**config.mk**
```make
export PLATFORM = sky130hd
export DESIGN_NAME = wb_arbiter
export DESIGN_NICKNAME = d
export VERILOG_FILES = /design/src/rtl/wb_arbiter_pkg.sv /design/src/rtl/wb_arbiter.sv
export SDC_FILE = /design/constraint.sdc
export NUM_CORES = 1
export LEC_CHECK = 0
export BUFFER_PORTS_ARGS = -buffer_cell sky130_fd_sc_hd__buf_2
export CORE_MARGIN = 8
export CORE_UTILIZATION = 46
export CTS_BUF_LIST = sky130_fd_sc_hd__clkbuf_8
export CTS_CLUSTER_SIZE = 25
export DETAILED_ROUTE_END_ITERATION = 8
export GPL_TIMING_DRIVEN = 0
export HOLD_SLACK_MARGIN = 0.15
export PLACE_DENSITY = 0.83
export SKIP_LAST_GASP = 1
export SLEW_MARGIN = 40
export SYNTH_ARGS = -nofsm -noshare
export SYNTH_HDL_FRONTEND = slang
export SYNTH_SLANG_ARGS = --single-unit
```
**constraint.sdc**
```tcl
create_clock -name clk -period 1.7 [get_ports clk]
set_input_delay 0.34 -clock clk [delete_from_list [all_inputs] [get_ports clk]]
set_output_delay 0.34 -clock clk [all_outputs]
set_load 0.02 [all_outputs]
```
**src/rtl/wb_arbiter_pkg.sv**
```systemverilog
// Shared writeback types: register-file bus widths, reset constants,
// arbiter state encoding and the grant-source flag values.
package wb_arbiter_pkg;

    localparam int REG_ADDR_W = 5;
    localparam int REG_DATA_W = 32;

    localparam logic [REG_DATA_W-1:0] Zero     = '0;
    localparam logic                  Enabled  = 1'b1;
    localparam logic                  Disabled = 1'b0;

    typedef enum logic {
        ST_PRI_LSU   = 1'b0,
        ST_FORCE_ALU = 1'b1
    } wb_state_e;

    localparam logic WB_SRC_ALU = 1'b0;
    localparam logic WB_SRC_LSU = 1'b1;

endpackage

```
**src/rtl/wb_arbiter.sv**
```systemverilog
// Two-requester writeback arbiter onto the single regfile write port: LSU wins
// conflicts unless the ALU has lost MAX_WAIT in a row; the winner is written one cycle later.
module wb_arbiter
    import wb_arbiter_pkg::*;
#(
    parameter int unsigned MAX_WAIT = 3,
    parameter int unsigned CNT_W    = 4
) (
    input  logic                  clk,
    input  logic                  rst,
    input  logic                  alu_valid,
    output logic                  alu_ready,
    input  logic [REG_ADDR_W-1:0] alu_waddr,
    input  logic [REG_DATA_W-1:0] alu_wdata,
    input  logic                  lsu_valid,
    output logic                  lsu_ready,
    input  logic [REG_ADDR_W-1:0] lsu_waddr,
    input  logic [REG_DATA_W-1:0] lsu_wdata,
    output logic                  rf_we,
    output logic [REG_ADDR_W-1:0] rf_waddr,
    output logic [REG_DATA_W-1:0] rf_wdata,
    output logic                  grant_lsu
);

    localparam logic [CNT_W-1:0] MAX_CNT = CNT_W'(MAX_WAIT);

    wb_state_e             state_q, state_d;
    logic [CNT_W-1:0]      wait_cnt_q, wait_cnt_d;
    logic                  rf_we_q, rf_we_d;
    logic [REG_ADDR_W-1:0] rf_waddr_q, rf_waddr_d;
    logic [REG_DATA_W-1:0] rf_wdata_q, rf_wdata_d;
    logic                  grant_lsu_q, grant_lsu_d;
    logic                  alu_win, lsu_win;

    always_ff @(posedge clk) begin
        if (rst) begin
            state_q     <= ST_PRI_LSU;
            wait_cnt_q  <= '0;
            rf_we_q     <= Disabled;
            rf_waddr_q  <= '0;
            rf_wdata_q  <= Zero;
            grant_lsu_q <= WB_SRC_ALU;
        end else begin
            state_q     <= state_d;
            wait_cnt_q  <= wait_cnt_d;
            rf_we_q     <= rf_we_d;
            rf_waddr_q  <= rf_waddr_d;
            rf_wdata_q  <= rf_wdata_d;
            grant_lsu_q <= grant_lsu_d;
        end
    end

    always_comb begin
        alu_win     = 1'b0;
        lsu_win     = 1'b0;
        state_d     = state_q;
        wait_cnt_d  = wait_cnt_q;
        rf_we_d     = Disabled;
        rf_waddr_d  = rf_waddr_q;
        rf_wdata_d  = rf_wdata_q;
        grant_lsu_d = grant_lsu_q;

        if (!rst) begin
            if (alu_valid && (!lsu_valid || state_q == ST_FORCE_ALU)) begin
                alu_win = 1'b1;
            end else if (lsu_valid) begin
                lsu_win = 1'b1;
            end
        end

        // Only a lost conflict counts against the ALU; saturate at the force threshold.
        if (alu_win) begin
            wait_cnt_d = '0;
        end else if (lsu_win && alu_valid && wait_cnt_q != MAX_CNT) begin
            wait_cnt_d = wait_cnt_q + 1'b1;
        end

        case (state_q)
            ST_PRI_LSU:   if (wait_cnt_d == MAX_CNT) state_d = ST_FORCE_ALU;
            ST_FORCE_ALU: if (alu_win) state_d = ST_PRI_LSU;
            default:      state_d = ST_PRI_LSU;
        endcase

        // x0 destinations are consumed but leave the write port untouched.
        if (alu_win && alu_waddr != '0) begin
            rf_we_d     = Enabled;
            rf_waddr_d  = alu_waddr;
            rf_wdata_d  = alu_wdata;
            grant_lsu_d = WB_SRC_ALU;
        end else if (lsu_win && lsu_waddr != '0) begin
            rf_we_d     = Enabled;
            rf_waddr_d  = lsu_waddr;
            rf_wdata_d  = lsu_wdata;
            grant_lsu_d = WB_SRC_LSU;
        end
    end

    assign alu_ready = alu_win;
    assign lsu_ready = lsu_win;
    assign rf_we     = rf_we_q;
    assign rf_waddr  = rf_waddr_q;
    assign rf_wdata  = rf_wdata_q;
    assign grant_lsu = grant_lsu_q;

endmodule

```
# Word level (Yosys, flattened, before mapping)
# Cells that the tools add are included.
[totals] ff_bits=44 in_bits=78 out_inout_bits=41 elab_cells=37
[op_classes] n_addsub=1 eq_ne=2 n_mux=16 bitwise=1 reduce_logical=11
[op_table] cell="two-way mux 32 bit" n=2
[op_table] cell="two-way mux 5 bit" n=2
[op_table] cell="nonzero test 5 bit" n=2
[op_table] cell="two-way mux 1 bit" n=9
[op_table] cell="two-way mux 4 bit" n=2
[op_table] cell="logical AND 1 bit" n=5
[op_table] cell="adder 4 x 1 -> 4 bit (second input constant)" n=1
[op_table] cell="== test 4 x 2 -> 1 bit (second input constant)" n=1
[op_table] cell="inequality test 4 x 2 -> 1 bit (second input constant)" n=1
[op_table] cell="case mux 1 bit (2 select lines)" n=1
[op_table] cell="nonzero test 2 bit" n=1
[op_table] cell="OR reduction 2 bit" n=1
[op_table] cell="zero test 1 bit" n=1
[op_table] cell="logical OR 1 bit" n=1
[op_table] cell="inverter 1 bit" n=1

# Depth between registers and ports, before layout
# Gate-level depths: netlist of the first run.
[depth] word_depth=12 ltp_mapped=6 depth_no_buf=5

# Worst setup path before layout of the first run
# Ideal clock, no wire load.
[synth_timing] kind="in2reg" start="input port alu_waddr[1]" end="register rf_wdata_q[14] (netlist: rf_wdata[14])" setup_time_ns=0.146 t_arrival_ns=1.456 t_required_ns=1.554 slack_ns=0.098 stages=5 n_path_buf=1 path_cell_list="or4_4 > nor2_4 > o21a_2 > buf_2 > a211oi_2"
[synth_via] elab_chain_cells=3
[synth_lines] item="from (decl)" line="wb_arbiter.sv:13" source="input logic [REG_ADDR_W-1:0] alu_waddr,"
[synth_lines] item="nonzero test 5 bit *" line="wb_arbiter.sv:85" source="if (alu_win && alu_waddr != '0) begin"
[synth_lines] item="logical AND 1 bit *" line="wb_arbiter.sv:85"
[synth_lines] item="two-way mux 32 bit or nonzero test 2 bit (tied branches)"
[synth_lines] item="to (signal assigned)" line="wb_arbiter.sv:41" source="rf_wdata_q <= Zero;"
[synth_lines] item="to (signal assigned)" line="wb_arbiter.sv:48" source="rf_wdata_q <= rf_wdata_d;"
[synth_lines] item="to (decl)" line="wb_arbiter.sv:31" source="logic [REG_DATA_W-1:0] rf_wdata_q, rf_wdata_d;"
# Every way passes the cells marked *; elsewhere a longest branch is shown, timed or not.
# A chain may end at the register's enable or synchronous reset.

# Final worst setup path of the first run
[layout_timing] start="register state_q" end="output port alu_ready"
[layout_via] elab_chain_cells=4
[layout_lines] item="from (decl)" line="wb_arbiter.sv:27" source="wb_state_e state_q, state_d;"
[layout_lines] item="from (signal assigned)" line="wb_arbiter.sv:44" source="state_q <= state_d;"
[layout_lines] item="logical OR 1 bit" line="wb_arbiter.sv:64" source="if (alu_valid && (!lsu_valid || state_q == ST_FORCE_ALU)) begin"
[layout_lines] item="logical AND 1 bit" line="wb_arbiter.sv:64"
[layout_lines] item="two-way mux 1 bit" line="wb_arbiter.sv:64"
[layout_lines] item="two-way mux 1 bit" line="wb_arbiter.sv:63" source="if (!rst) begin"
[layout_lines] item="to (decl)" line="wb_arbiter.sv:12" source="output logic alu_ready,"
# No other way between the ends.

==> results of run 1 <==
==> power by group <==
group	switching (W)	internal, W	total [W]	leakage, nW
logic	0.000332	0.000241	0.000573	0.892
registers	0.0000365	0.00111	0.00115	0.364
clock network	0.000350	0.000519	0.000869	0.0645
==> cells by family after synthesis <==
family                   count (synthesis)  share of synthesized area
AO/OA/AOI/OAI                           77                      0.345
buffers and inverters                   55                      0.117
flip-flops                              44                      0.416
AND/OR/NAND/NOR                         31                     0.0844
multiplexers                             5                     0.0236
XOR/XNOR                                 2                    0.00827
adder cells (fa/ha/maj)                  1                    0.00590
==> cells in the mapped netlist (2+ instances only) <==
cell,instances,area share
nor2_1,6,0.011
dfxtp_1,44,0.42
o32ai_1,29,0.12
buf_4,3,0.011
a211oi_2,20,0.12
buf_2,6,0.014
a22oi_1,3,0.011
buf_6,3,0.016
a211oi_1,15,0.053
nand2b_1,3,0.0089
inv_1,35,0.062
mux2i_1,5,0.024
nor3_1,13,0.031
a2111oi_2,2,0.014
clkbuf_1,8,0.014
nand2_1,2,0.0035
==> per-layer routing <==
metal | track usage | up-vias | wire, um
met5 | 0 | - | 0
met4 | 0.0487 | 0 | 83
met3 | 0.0791 | 10 | 595
met2 | 0.300 | 87 | 3320
met1 | 0.191 | 994 | 2550
li1 | - | 1063 | -
==> critical path: stages, from the launching register on <==
cell	delay, ns
dfxtp_2	0.37
nand2b_1	0.11
nand3b_1	0.13
buf_6	0.18
inv_2	0.10
buf_4	0.15
==> repair_timing <==
action                                  in CTS  in global routing
endpoints found under the hold margin        0                  0
gates resized for setup                      4                 11
hold buffers                                 0                  0
setup buffers                                1                  0
endpoints found under the setup margin       8                 12
==> area by class of cell <==
| cell class | count | area share |
|---|---|---|
| tap | 52 | 0.0221 |
| sequential | 44 | 0.299 |
| buffer | 20 | 0.0437 |
| clock buffer | 7 | 0.0327 |
| multi-input combinational | 116 | 0.344 |
| clock inverter | 1 | 0.0102 |
| timing repair buffer | 119 | 0.204 |
| inverter | 35 | 0.0446 |
==> worst min-delay path by stage <==
stage / end / slack, ns
floorplan: state_q$_SDFF_PP0_ / 0.51
global placement: rf_wdata[8]$_SDFFE_PP0P_ / 0.44
detailed placement: rf_wdata[2]$_SDFFE_PP0P_ / 0.44
CTS: rf_wdata[11]$_SDFFE_PP0P_ / 0.35
global route: rf_wdata[11]$_SDFFE_PP0P_ / 0.34
finish: rf_wdata[8]$_SDFFE_PP0P_ / 0.35
==> state kept, by name, indices dropped and copies added (netlist names) <==
register and count:
rf_wdata 32, rf_we 1, rf_waddr 5, wait_cnt_q 4
grant_lsu 1, state_q 1
==> through the flow <==
step / TNS (ns) / hold WS [ns] / worst slack, ns
after floorplan: 0 / 0.510 / 0.0976
after global placement: -5.12 / 0.440 / -0.246
after detailed placement: -5.56 / 0.444 / -0.232
after CTS: 0 / 0.347 / 0.00771
after global routing: -0.0462 / 0.344 / -0.0403
final: 0 / 0.349 / 0.0397
==> metrics.md, run 1 <==
| Metric | Value |
|---|---|
| Seq/Total Area, Yosys | 0.416 |
| Slew HR | 0.523 |
| Startpoint types | flop |
| Htree depth | 2 |
| Global-route wire length before repair | 10500 um |
| Final worst path period share | 0.977 |
| Total gr overflow | 0 |
| Number of synthesized flops with an enable pin | 0 |
| DR WL/cell | 16.6 um |
| CP Capture Type | output pin |
| Crit path capture | alu_ready |
| Ys Warns | 0 |
| P per Cell Area | 878 nW/um2 |
| # setup viols final | 0 |
| Final Net Count | 420 |
| Final core utilization | 0.672 |
| Hold wc startpoint | lsu_wdata[8] |
| Reg-to-reg setup timing slack | 0.08 ns |
| FFs w/ async S/R, synth | 0 |
| Number of antenna diodes | 0 |
| First drt pass iteration count | 4 |
| Vias/cell | 5.47 |
| Crit Path Class | reg2out |
| Largest net degree at the start of global routing | 14 |
| CTS buffer count | 5 |
| Syn_nets | 294 |
| Fin. max-slew vios | 0 |
| GP Congestion | 0.818 |
| Initial Util | 0.483 |
| Share of cells above drive strength 1 | 0.506 |
| Sequential cell area | 882 um2 |
| DP HPWL | 4990 um |
| Clock insertion delay at the later pin of the skew report | 0.29 ns |
| Row Count | 24 |
| Yosys cell types | 34 |
| Root buffer cell | clkbuf_8 |
| VDD IR max | 0.688 mV |
| Die Ht | 83.9 um |
| Clock tree buffer depth | 2 |
| RR Endpoint | rf_wdata[14]$_SDFFE_PP0P_ |
| Core area | 4380 um2 |
| DRC | 0 |
| Initial antenna violation count | 0 |
| Die footprint | 7040 um2 |
| WP data required | 1.36 ns |
| I/O pins | 119 |
| CP Data Arrival Time | 1.32 ns |
| Clk slew on worst S/H paths | 0.08 ns |
| Initial DRC count | 108 |
| Remaining antenna violation count | 0 |
| Final hold viol count | 0 |
| RSZ-0062 raised after global routing | true |
| Ys flop type | dfxtp_1 |
| Cells after Synth | 215 |
| Die W | 83.9 um |
| Tmin final | 1.66 ns |
| Via count | 2154 |
| Avg Cell Area, Syn | 9.86 um2 |
| CP Launch Point | state_q$_SDFF_PP0_ |
| Finished Layout Cells | 394 |
| Power Total | 0.00259 W |
| Placed instance area | 2780 um2 |
| Number of port buffers | 118 |
| Tightest Pin Transition | 0.716 ns |
| Clock skew after layout | 0.00503 ns |
| Fillers | 368 |
| Most frequent cells in the layout | buf_2 (121), dfxtp_1 (43), inv_1 (34), o32ai_1 (26), a211oi_2 (20) |
| Vias in the first global route | 2155 |
| Highest Clock Rate | 0.602 GHz |
| Area delta synth->final | 39.1% |
| Total routed wirelength | 6550 um |
| Worst r2r src | state_q$_SDFF_PP0_ |
| CTS Sinks | 44 |
| Type of the worst min-delay path | in2reg |
| Worst-path fanout max | 10 |
| CTS tree | yes |
| GRT Total Usage | 0.176 |
| Post-synthesis instance area | 2120 um2 |
| Outcome | complete, no violations |
| Max Cap Viol | 0 |
| Finished Cell Area | 2950 um2 |
| Reg2reg path depth | 6 |
| Leakage | 1.32 nW |
| Most common cell after layout, fill and taps aside | buf_2 |
| Hold path cells | 3 |
| Post-Place Cells | 385 |
| Area occupied by multi-input gates | 1010 um2 |
| Flops & latches, synth | 44 |
Power figures use the tool's default switching activity.
==> run 2: changes to the inputs <==
- CORE_UTILIZATION: 46 -> 49
- PLACE_DENSITY: 0.83 -> 0.87
- clock period: 1.7 -> 2 ns (I/O delays scaled with it)
==> run 2 against run 1 <==
Clock power shrank 34%. Largest power group unchanged. Critical path depth stayed put. Combinational power is 16% lower. Cell area shrank 2.4%. Global-route usage is 0.98 points higher. Total power shrank 22%.
==> metrics.md, run 2 (synthesized netlist as in run 1, its figures left out) <==
| Metric | Value |
|---|---|
| Share of cells above drive strength 1 | 0.482 (was 0.506) |
| Tightest Pin Transition | 0.696 ns (was 0.716 ns) |
| Max Cap Viol | 0 (unchanged) |
| Finished Cell Area | 2880 um2 (was 2950 um2) |
| Power Total | 0.00203 W (was 0.00259 W) |
| Clock skew after layout | 0.00474 ns (was 0.00503 ns) |
| Critical Path Max Stage Delay | 0.41 ns (was 0.37 ns) |
| Final hold viol count | 0 (unchanged) |
| CP Capture Type | output pin (unchanged) |
| # setup viols final | 0 (unchanged) |
| Tmin final | 1.86 ns |
| Initial antenna violation count | 0 (unchanged) |
| CTS buffer count | 5 (unchanged) |
| Highest Clock Rate | 0.537 GHz |
| Clock insertion delay at the later pin of the skew report | 0.29 ns (about the same) |
| Setup TNS | 0 ns (unchanged) |
| Global-route wire length before repair | 9690 um (was 10500 um) |
| Final core utilization | 0.675 (was 0.672) |
| Die W | 81.8 um (was 83.9 um) |
| Most common cell after layout, fill and taps aside | buf_2 (unchanged) |
| Initial DRC count | 91 (was 108) |
| Placed instance area | 2780 um2 (unchanged) |
| Vias/cell | 5.44 (was 5.47) |
| WP data required | 1.60 ns (was 1.36 ns) |
| Vias in the first global route | 2022 (was 2155) |
| Post-Place Cells | 385 (unchanged) |
| Largest net degree at the start of global routing | 14 (unchanged) |
| I/O pins | 119 (unchanged) |
| Clock tree buffer depth | 2 (unchanged) |
| Row Count | 24 (unchanged) |
| Initial Util | 0.497 (was 0.483) |
| GP Congestion | 0.795 (was 0.818) |
| Worst r2r src | state_q$_SDFF_PP0_ (unchanged) |
| DRC | 0 (unchanged) |
| Type of the worst min-delay path | in2reg (unchanged) |
| Htree depth | 2 (unchanged) |
| Most frequent cells in the layout | buf_2 (123), dfxtp_1 (44), inv_1 (35), o32ai_1 (29), a211oi_2 (20) (was buf_2 (121), dfxtp_1 (43), inv_1 (34), o32ai_1 (26), a211oi_2 (20)) |
| Fillers | 375 (was 368) |
| CTS tree | yes (unchanged) |
| DP HPWL | 4920 um (was 4990 um) |
| CP Cell Sequence | nand2b_1 > nand3b_1 > buf_4 > inv_1 > buf_2 (was nand2b_1 > nand3b_1 > buf_6 > inv_2 > buf_4) |
| Die footprint | 6690 um2 (was 7040 um2) |
| Fin. max-slew vios | 0 (unchanged) |
| Slowest-stage cell, CP | dfxtp_1 (was dfxtp_2) |
| Outcome | complete, no violations (unchanged) |
| Via count | 2144 (was 2154) |
| Worst-path fanout max | 10 (unchanged) |
| Clk slew on worst S/H paths | 0.08 ns (about the same) |
| Number of antenna diodes | 0 (unchanged) |
| DR WL/cell | 16.3 um (was 16.6 um) |
| Hold wc startpoint | lsu_wdata[9] (was lsu_wdata[8]) |
| Finished Layout Cells | 394 (unchanged) |
| Root buffer cell | clkbuf_8 (unchanged) |
| VDD IR max | 0.476 mV (was 0.688 mV) |
| Slew HR | 0.536 (was 0.523) |
| Core area | 4260 um2 (was 4380 um2) |
| P per Cell Area | 704 nW/um2 (was 878 nW/um2) |
| Leakage | 1.29 nW (was 1.32 nW) |
| CTS Sinks | 44 (unchanged) |
| Die Ht | 81.8 um (was 83.9 um) |
| Total gr overflow | 0 (unchanged) |
| CP Launch Point | state_q$_SDFF_PP0_ (unchanged) |
| Remaining antenna violation count | 0 (unchanged) |
| GRT Total Usage | 0.186 (was 0.176) |
| Final worst path period share | 0.931 |
| CP Data Arrival Time | 1.46 ns (was 1.32 ns) |
| Number of port buffers | 118 (unchanged) |
| Crit path buf inv count | 3 (unchanged) |
| Crit Path Class | reg2out (unchanged) |
| Area delta synth->final | 35.8% (was 39.1%) |
| RSZ-0062 raised after global routing | false (was true) |
| Max FFs per register | 32 (unchanged) |
| Startpoint types | flop (unchanged) |
| First drt pass iteration count | 4 (unchanged) |
| Total routed wirelength | 6410 um (was 6550 um) |
| Crit-path leading delay family | buffers and inverters (unchanged) |
| Final Net Count | 420 (unchanged) |
## run 2: per-layer routing
| metal | wire length (um) | track usage | up-vias |
|---|---|---|---|
| li1 | - | - | 1063 |
| met1 | 2530 | 0.224 | 1003 |
| met2 | 3230 | 0.309 | 74 |
| met3 | 594 | 0.0591 | 4 |
| met4 | 59 | 0.0526 | 0 |
| met5 | 0 | 0 | - |
## run 2: stage by stage
stage | setup slack [ns] | hold slack, ns
floorplan | 0.338 | 0.510
global placement | 0.0119 | 0.441
detailed placement | 0.0282 | 0.443
CTS | 0.129 | 0.403
global route | 0.0147 | 0.413
finish | 0.139 | 0.414
## run 2: repair_timing
item | 4_1_cts | 5_1_grt
endpoints found under the hold margin | 0 | 0
gates resized for setup | 1 | 0
hold buffers | 0 | 0
setup buffers | 1 | 0
setup endpoints to repair | 1 | 0
## run 2: layout make-up
type                       count  area, um2  share of cell area
buffer                        20        119              0.0413
clock buffer                   6       82.6              0.0287
clock inverter                 2       10.0             0.00348
inverter                      35        131              0.0457
multi-input combinational    116        991               0.344
sequential                    44        881               0.306
tap                           52       65.1              0.0226
timing repair buffer         119        598               0.208
## run 2: final timing paths
path	endpoint	slack (ns)	cells past startpoint
worst max-delay path	alu_ready	0.14	5
worst min-delay path	rf_wdata[9]$_SDFFE_PP0P_	0.41	3
worst max register to register	rf_wdata[15]$_SDFFE_PP0P_	0.32	6
worst min register to register	rf_wdata[8]$_SDFFE_PP0P_	0.45	2
## run 2: worst register-to-register path, stage by stage (launching register included)
cell and delay [ns]:
dfxtp_1 0.41, nand2b_1 0.12, nand3b_1 0.09, buf_4 0.16, clkbuf_1 0.22, o32ai_1 0.45
a211oi_2 0.08
## run 2: power breakdown
part	leakage, nW	switching, W	internal (W)
sequential	0.363	0.0000313	0.000944
clock	0.0510	0.000297	0.000276
combinational	0.878	0.000279	0.000200
